$ cat config.mk
export PLATFORM = sky130hd
export DESIGN_NAME = hazard_ctrl
export DESIGN_NICKNAME = d
export VERILOG_FILES = /design/src/rtl/hazard_ctrl.sv
export SDC_FILE = /design/constraint.sdc
export NUM_CORES = 1
export LEC_CHECK = 0
export ABC_AREA = 1
export BUFFER_PORTS_ARGS = -buffer_cell sky130_fd_sc_hd__buf_2
export CAP_MARGIN = 20
export CORE_AREA = 2 2 39 41
export CTS_BUF_LIST = sky130_fd_sc_hd__clkbuf_8
export DETAILED_ROUTE_END_ITERATION = 6
export DIE_AREA = 0 0 41 43
export PLACE_DENSITY = 0.73
export SYNTH_ARGS = -nofsm -noshare
export SYNTH_HDL_FRONTEND = slang
export SYNTH_SLANG_ARGS = --single-unit
$ cat constraint.sdc
create_clock -name clk -period 1.1 [get_ports clk]
set_input_delay 0 -clock clk [delete_from_list [all_inputs] [get_ports clk]]
set_output_delay 0 -clock clk [all_outputs]
set_load 0.03 [all_outputs]
$ cat src/rtl/hazard_ctrl.sv
`default_nettype none
// ============================================================================
// Module      : hazard_ctrl
// Description : Hazard controller for the five-stage MIPS pipeline. Produces
//               the PC / IF/ID / ID/EX / EX/MEM write-enable and flush
//               controls for load-use stalls, taken-branch flushes and
//               multi-cycle data-memory waits. A two-state FSM (RUN/WAIT)
//               tracks outstanding memory accesses.
//               Optional feature macro: HAZARD_STALL_CNT_EN builds a 16-bit
//               saturating stall-cycle counter on stallCount; otherwise
//               stallCount is tied to zero.
// Revision    : 1.0 - initial release
// ============================================================================
module hazard_ctrl (
    input  logic        clk,
    input  logic        rst,
    input  logic [4:0]  id_rs,
    input  logic [4:0]  id_rt,
    input  logic        id_useRt,
    input  logic        ex_memRead,
    input  logic [4:0]  ex_rt,
    input  logic        ex_branchTaken,
    input  logic        mem_req,
    input  logic        mem_ready,
    output logic        pcWrite,
    output logic        ifidWrite,
    output logic        ifidFlush,
    output logic        idexFlush,
    output logic        exmemWrite,
    output logic        memWait,
    output logic [15:0] stallCount
);

    typedef enum logic [0:0] {
        ST_RUN  = 1'b0,
        ST_WAIT = 1'b1
    } state_t;

    state_t r_state;
    state_t w_state_eff;
    state_t w_state_next;
    logic   w_load_use;
    logic   w_freeze;

    // Next-state and output decode; reset forces the decode to see RUN
    always_comb begin
        w_state_eff  = rst ? ST_RUN : r_state;
        w_state_next = w_state_eff;
        pcWrite      = 1'b1;
        ifidWrite    = 1'b1;
        ifidFlush    = 1'b0;
        idexFlush    = 1'b0;
        exmemWrite   = 1'b1;

        // $0 is hard-wired zero, so a load targeting it never creates a hazard
        w_load_use = ex_memRead && (ex_rt != 5'd0) &&
                     ((ex_rt == id_rs) || (id_useRt && (ex_rt == id_rt)));

        // In WAIT the freeze drops in the same cycle ready arrives
        if (w_state_eff == ST_WAIT) begin
            w_freeze = !mem_ready;
            if (mem_ready) begin
                w_state_next = ST_RUN;
            end
        end else begin
            w_freeze = mem_req && !mem_ready;
            if (w_freeze) begin
                w_state_next = ST_WAIT;
            end
        end

        if (w_freeze) begin
            // Everything held; branch/load-use inputs are held too and get
            // re-evaluated once the access completes
            pcWrite    = 1'b0;
            ifidWrite  = 1'b0;
            exmemWrite = 1'b0;
        end else if (ex_branchTaken) begin
            // Squash IF/ID and ID/EX; the ID instruction of any load-use is gone
            ifidFlush = 1'b1;
            idexFlush = 1'b1;
        end else if (w_load_use) begin
            // Hold PC and IF/ID one cycle and push a bubble into EX
            pcWrite   = 1'b0;
            ifidWrite = 1'b0;
            idexFlush = 1'b1;
        end

        memWait = (w_state_eff == ST_WAIT);
    end

    // FSM state register
    always_ff @(posedge clk) begin
        if (rst) begin
            r_state <= ST_RUN;
        end else begin
            r_state <= w_state_next;
        end
    end

`ifdef HAZARD_STALL_CNT_EN
    logic [15:0] r_stall_cnt;

    // Saturating count of cycles in which the PC was held
    always_ff @(posedge clk) begin
        if (rst) begin
            r_stall_cnt <= 16'h0000;
        end else if (!pcWrite && (r_stall_cnt != 16'hFFFF)) begin
            r_stall_cnt <= r_stall_cnt + 16'd1;
        end
    end

    assign stallCount = r_stall_cnt;
`else
    assign stallCount = 16'h0000;
`endif

endmodule
`default_nettype wire

Word level (Yosys, flattened, before mapping) --
Index checks and enable logic that the tools add are counted. Widths: inputs -> output; s select.
Word-level totals: bits of input ports 22, ROM bits 0, memories 0, output and inout bits 22, RAM bits 0, logic and storage cells 24, bits in latches 0, bits in registers 1
Cells by class: $mul 0, divide/modulo/power cells 0, reduce and logical (&&, ||, !) cells 7, add/sub/neg operators 0, bitwise gates (word level) 0, muxes and demuxes 14, shift operators 0, $lt $le $gt $ge 0, equality and inequality tests 2
Operators with widths (number):
- $mux 1 | 14
- $eq 5x5->1 | 2
- $reduce_bool 5->1 | 1
- $logic_and 1x1->1 | 4
- $logic_not 1->1 | 1
- $logic_or 1x1->1 | 1

Logic depth before layout (Yosys ltp) --
depth after elaboration 7, mapped depth 10, depth with buffers taken out 9

Worst setup path after synthesis --
No wires, ideal clock.
kind register to output, start reg r_state, end out pcWrite, buffers on the path 1, required time 1100 ps, stages on the path, launching flop included 9, slack -514 ps, data arrival time 1614 ps, cells stage by stage dfxtp_1 -> inv_1 -> nor2_1 -> nor2_1 -> nor2_1 -> inv_2 -> nand2_1 -> nand2_1 -> buf_4
Between the ends: longest elaborated chain between the ends 3
Ends and longest elaborated chain:
- start, declared | line 39 | state_t r_state;
- start signal, assigned | line 97 | r_state <= w_state_next;
- $mux 1 | line 47 | w_state_eff = rst ? ST_RUN : r_state;
- named net memWait | line 30 | output logic memWait,
- $mux 1 | line 60 | if (w_state_eff == ST_WAIT) begin
- $mux 1
- end, declared | line 25 | output logic pcWrite,
The timed path passes the listed nets, and every way through them passes these cells.

Worst setup path after layout --
start reg r_state, end out idexFlush
Between the ends: longest elaborated chain between the ends 3
Ends and longest elaborated chain:
- $mux 1 | line 47
- $mux 1 | line 60
- $mux 1 | line 72 | if (w_freeze) begin
- end, declared | line 28 | output logic idexFlush,
Every way passes these cells.

==> run summary <==
Synth Area in Compound Gates: 1.22%
Grt ovf: 0
Worst-path cell chain: inv_1, nor2_4, nor2_1, nor2_1, inv_2, nand2_2, nand2_1, buf_2
Post-synth top area share: 31.0%
Biggest regs: r_state: 1 flops
Final setup fails: 0
Clock skew: 0 ps
Drt initial violations: 2
Cell taking the most area after synthesis: buf_4
Post-synthesis xor/xnor area fraction: 2.13%
Total power: 280 µW
Antenna-violating nets left: 0
Dpl cell area: 515 µm²
WL per Instance: 6.06 µm
Sw frac: 61.8%
Largest net degree at the start of global routing: 6
Gate power share: 86.1%
I/O pin cnt: 44
Vias per std cell: 3.74
First-pass iteration count of the detailed router: 2
Crit path time final: 972 ps
Critical path startpoint category: register
Status: complete, no violations
PwrDens: 544 nW/µm²
Maximum vdd drop: 0.159 mV
Mux contribution to synthesized area: 0%
Synth Register Bits: 1
Adder-cell share of the synthesized area: 0%
GR Util All Layers: 7.39%
RePlAce Congestion: 0.737
Max-slew violations: 0
Most used cell, CP: nor2_1
Core footprint: 1380 µm²
First-pass GRT wire length: 1.00 mm
Via count: 471
Synthesis-to-layout area growth: 25.2%
Design Area, Final: 515 µm²
Accumulated negative setup slack: 0 ps
Antenna fix cells: 0
Max Cap Viol: 0
Mean area per synthesized cell: 4.84 µm²
Initial core utilization: 29.7%
Clk network pwr share: 0%
FMAX: 1.03 GHz
Drt drc: 0
Fin crit share: 88.4%
Final wirelength: 763 µm
DIE WIDTH: 41 µm
Seq pwr share: 13.9%
Worst path required time: 1100 ps
Synth Area in Simple Gates: 43.5%
Cell Area, Synth: 412 µm²
Sequential fraction of the synthesis area: 4.86%
Most common cell after layout, fill and taps aside: nand2_1
Syn Inst Count: 85
CP Max Fanout: 5
# nets final: 134
Largest register FFs: 1
Pint: 107 µW
CP Data Arrival Time: 970 ps
Setup slack after layout: 128 ps
Hold_buf cts: 0
Leak pwr: 0.000379 µW
Worst min-delay path category: primary input to register
Net Sw Power: 173 µW
Post-synth cell types: 11
Register with the most flip-flops: r_state
Fraction of layout cells with a size suffix above 1: 33.6%
Setup bufs post-CTS: 0
Num rows: 14
Largest family of logic cells by synthesized area: buffers and inverters
Commonest non-fill, non-tap cells in the layout: nand2_1 (29), buf_2 (27), conb_1 (16), inv_1 (12), nor2_1 (9)
CTS resizes: 0
Hold Vio Cnt, Final: 0
Clock Latency Late Sink: 0 ps
Clk slew on worst S/H paths: 0 ps
Setup CP Type: register to output pin
Crit path max-delay family: simple AND/OR/NAND/NOR gates
Crit-path max cell delay: 280 ps
Crit-path slowest cell: dfxtp_1
Pre-CTS setup slack: 116 ps
Ys Warns: 0
CP Buf/Inv Count: 3
Vias in the first global route: 326
Setup crit end kind: output pin
DP Wirelength: 723 µm
Synth top area cells: buf_4 (31%), nand2_1 (29%), inv_1 (11%)
Full die area: 1760 µm²
Port bufs: 27
Antenna violations before repair: 0
FILL cells: 170
Die height: 43 µm
RSZ-0062 raised after global routing: false
routing by layer:
| metal | share of wire (%) | GRT usage (%) |
|---|---|---|
| met4 | 0 | 0 |
| met3 | 17 | 1.05 |
| met1 | 37 | 6.01 |
| met2 | 45 | 16.6 |
| met5 | 0 | 0 |
through the flow:
| stage | hold WS (ps) | instances | util (%) |
|---|---|---|---|
| after CTS | 217 | 126 | 37.3 |
| after global routing | 226 | 126 | 37.3 |
| after detailed placement | 221 | 126 | 37.3 |
| after global placement | 218 | 126 | 37.3 |
| after floorplan | 38.3 | 100 | - |
| final | 215 | 126 | 37.3 |
power by group through the flow:
stage | sequential [µW] | clock [µW] | combinational (µW)
CTS | 39.1 | 0 | 243
global route | 39.4 | 0 | 267
finish | 39.0 | 0 | 241
detailed placement | 39.1 | 0 | 242
floorplan | 38.9 | 0 | 223
global placement | 39.0 | 0 | 239
layout make-up:
| cell class | count | area (µm²) | share of cell area [%] |
|---|---|---|---|
| Timing Repair Buffer | 27 | 135 | 26.2 |
| Multi-Input combinational cell | 64 | 273 | 52.9 |
| Sequential cell | 1 | 20.0 | 3.88 |
| Tap cell | 16 | 20.0 | 3.88 |
| Inverter | 18 | 67.6 | 13.1 |
worst reg2reg max path: cells and delay by family, from the launching register on:
family	cells	cell delay, ps
simple gates	4	320
flops	1	280
buf+inv	2	130
cells in the mapped netlist, drive strengths merged:
cell	count
nor2	10
nand3	3
conb	1
xnor2	1
buf	17
nand4	1
nand2	32
o21ai	1
inv	18
dfxtp	1
worst paths after layout:
check,startpoint,end,slack (ps),cells past startpoint
worst min-delay path,rst,r_state$_SDFF_PP0_,210,2
worst max register to register,r_state$_SDFF_PP0_,r_state$_SDFF_PP0_,300,6
worst max-delay path,r_state$_SDFF_PP0_,idexFlush,130,8
worst min register to register,r_state$_SDFF_PP0_,r_state$_SDFF_PP0_,710,6
cells by family (layout without fill, tap and decap cells):
family                 after synthesis  after routing
AND/OR/NAND/NOR                     46             46
buffers and inverters               35             45
other                                1             16
AO/OA/AOI/OAI                        1              1
XOR/XNOR                             1              1
flip-flops                           1              1
Power figures use the tool's default switching activity.
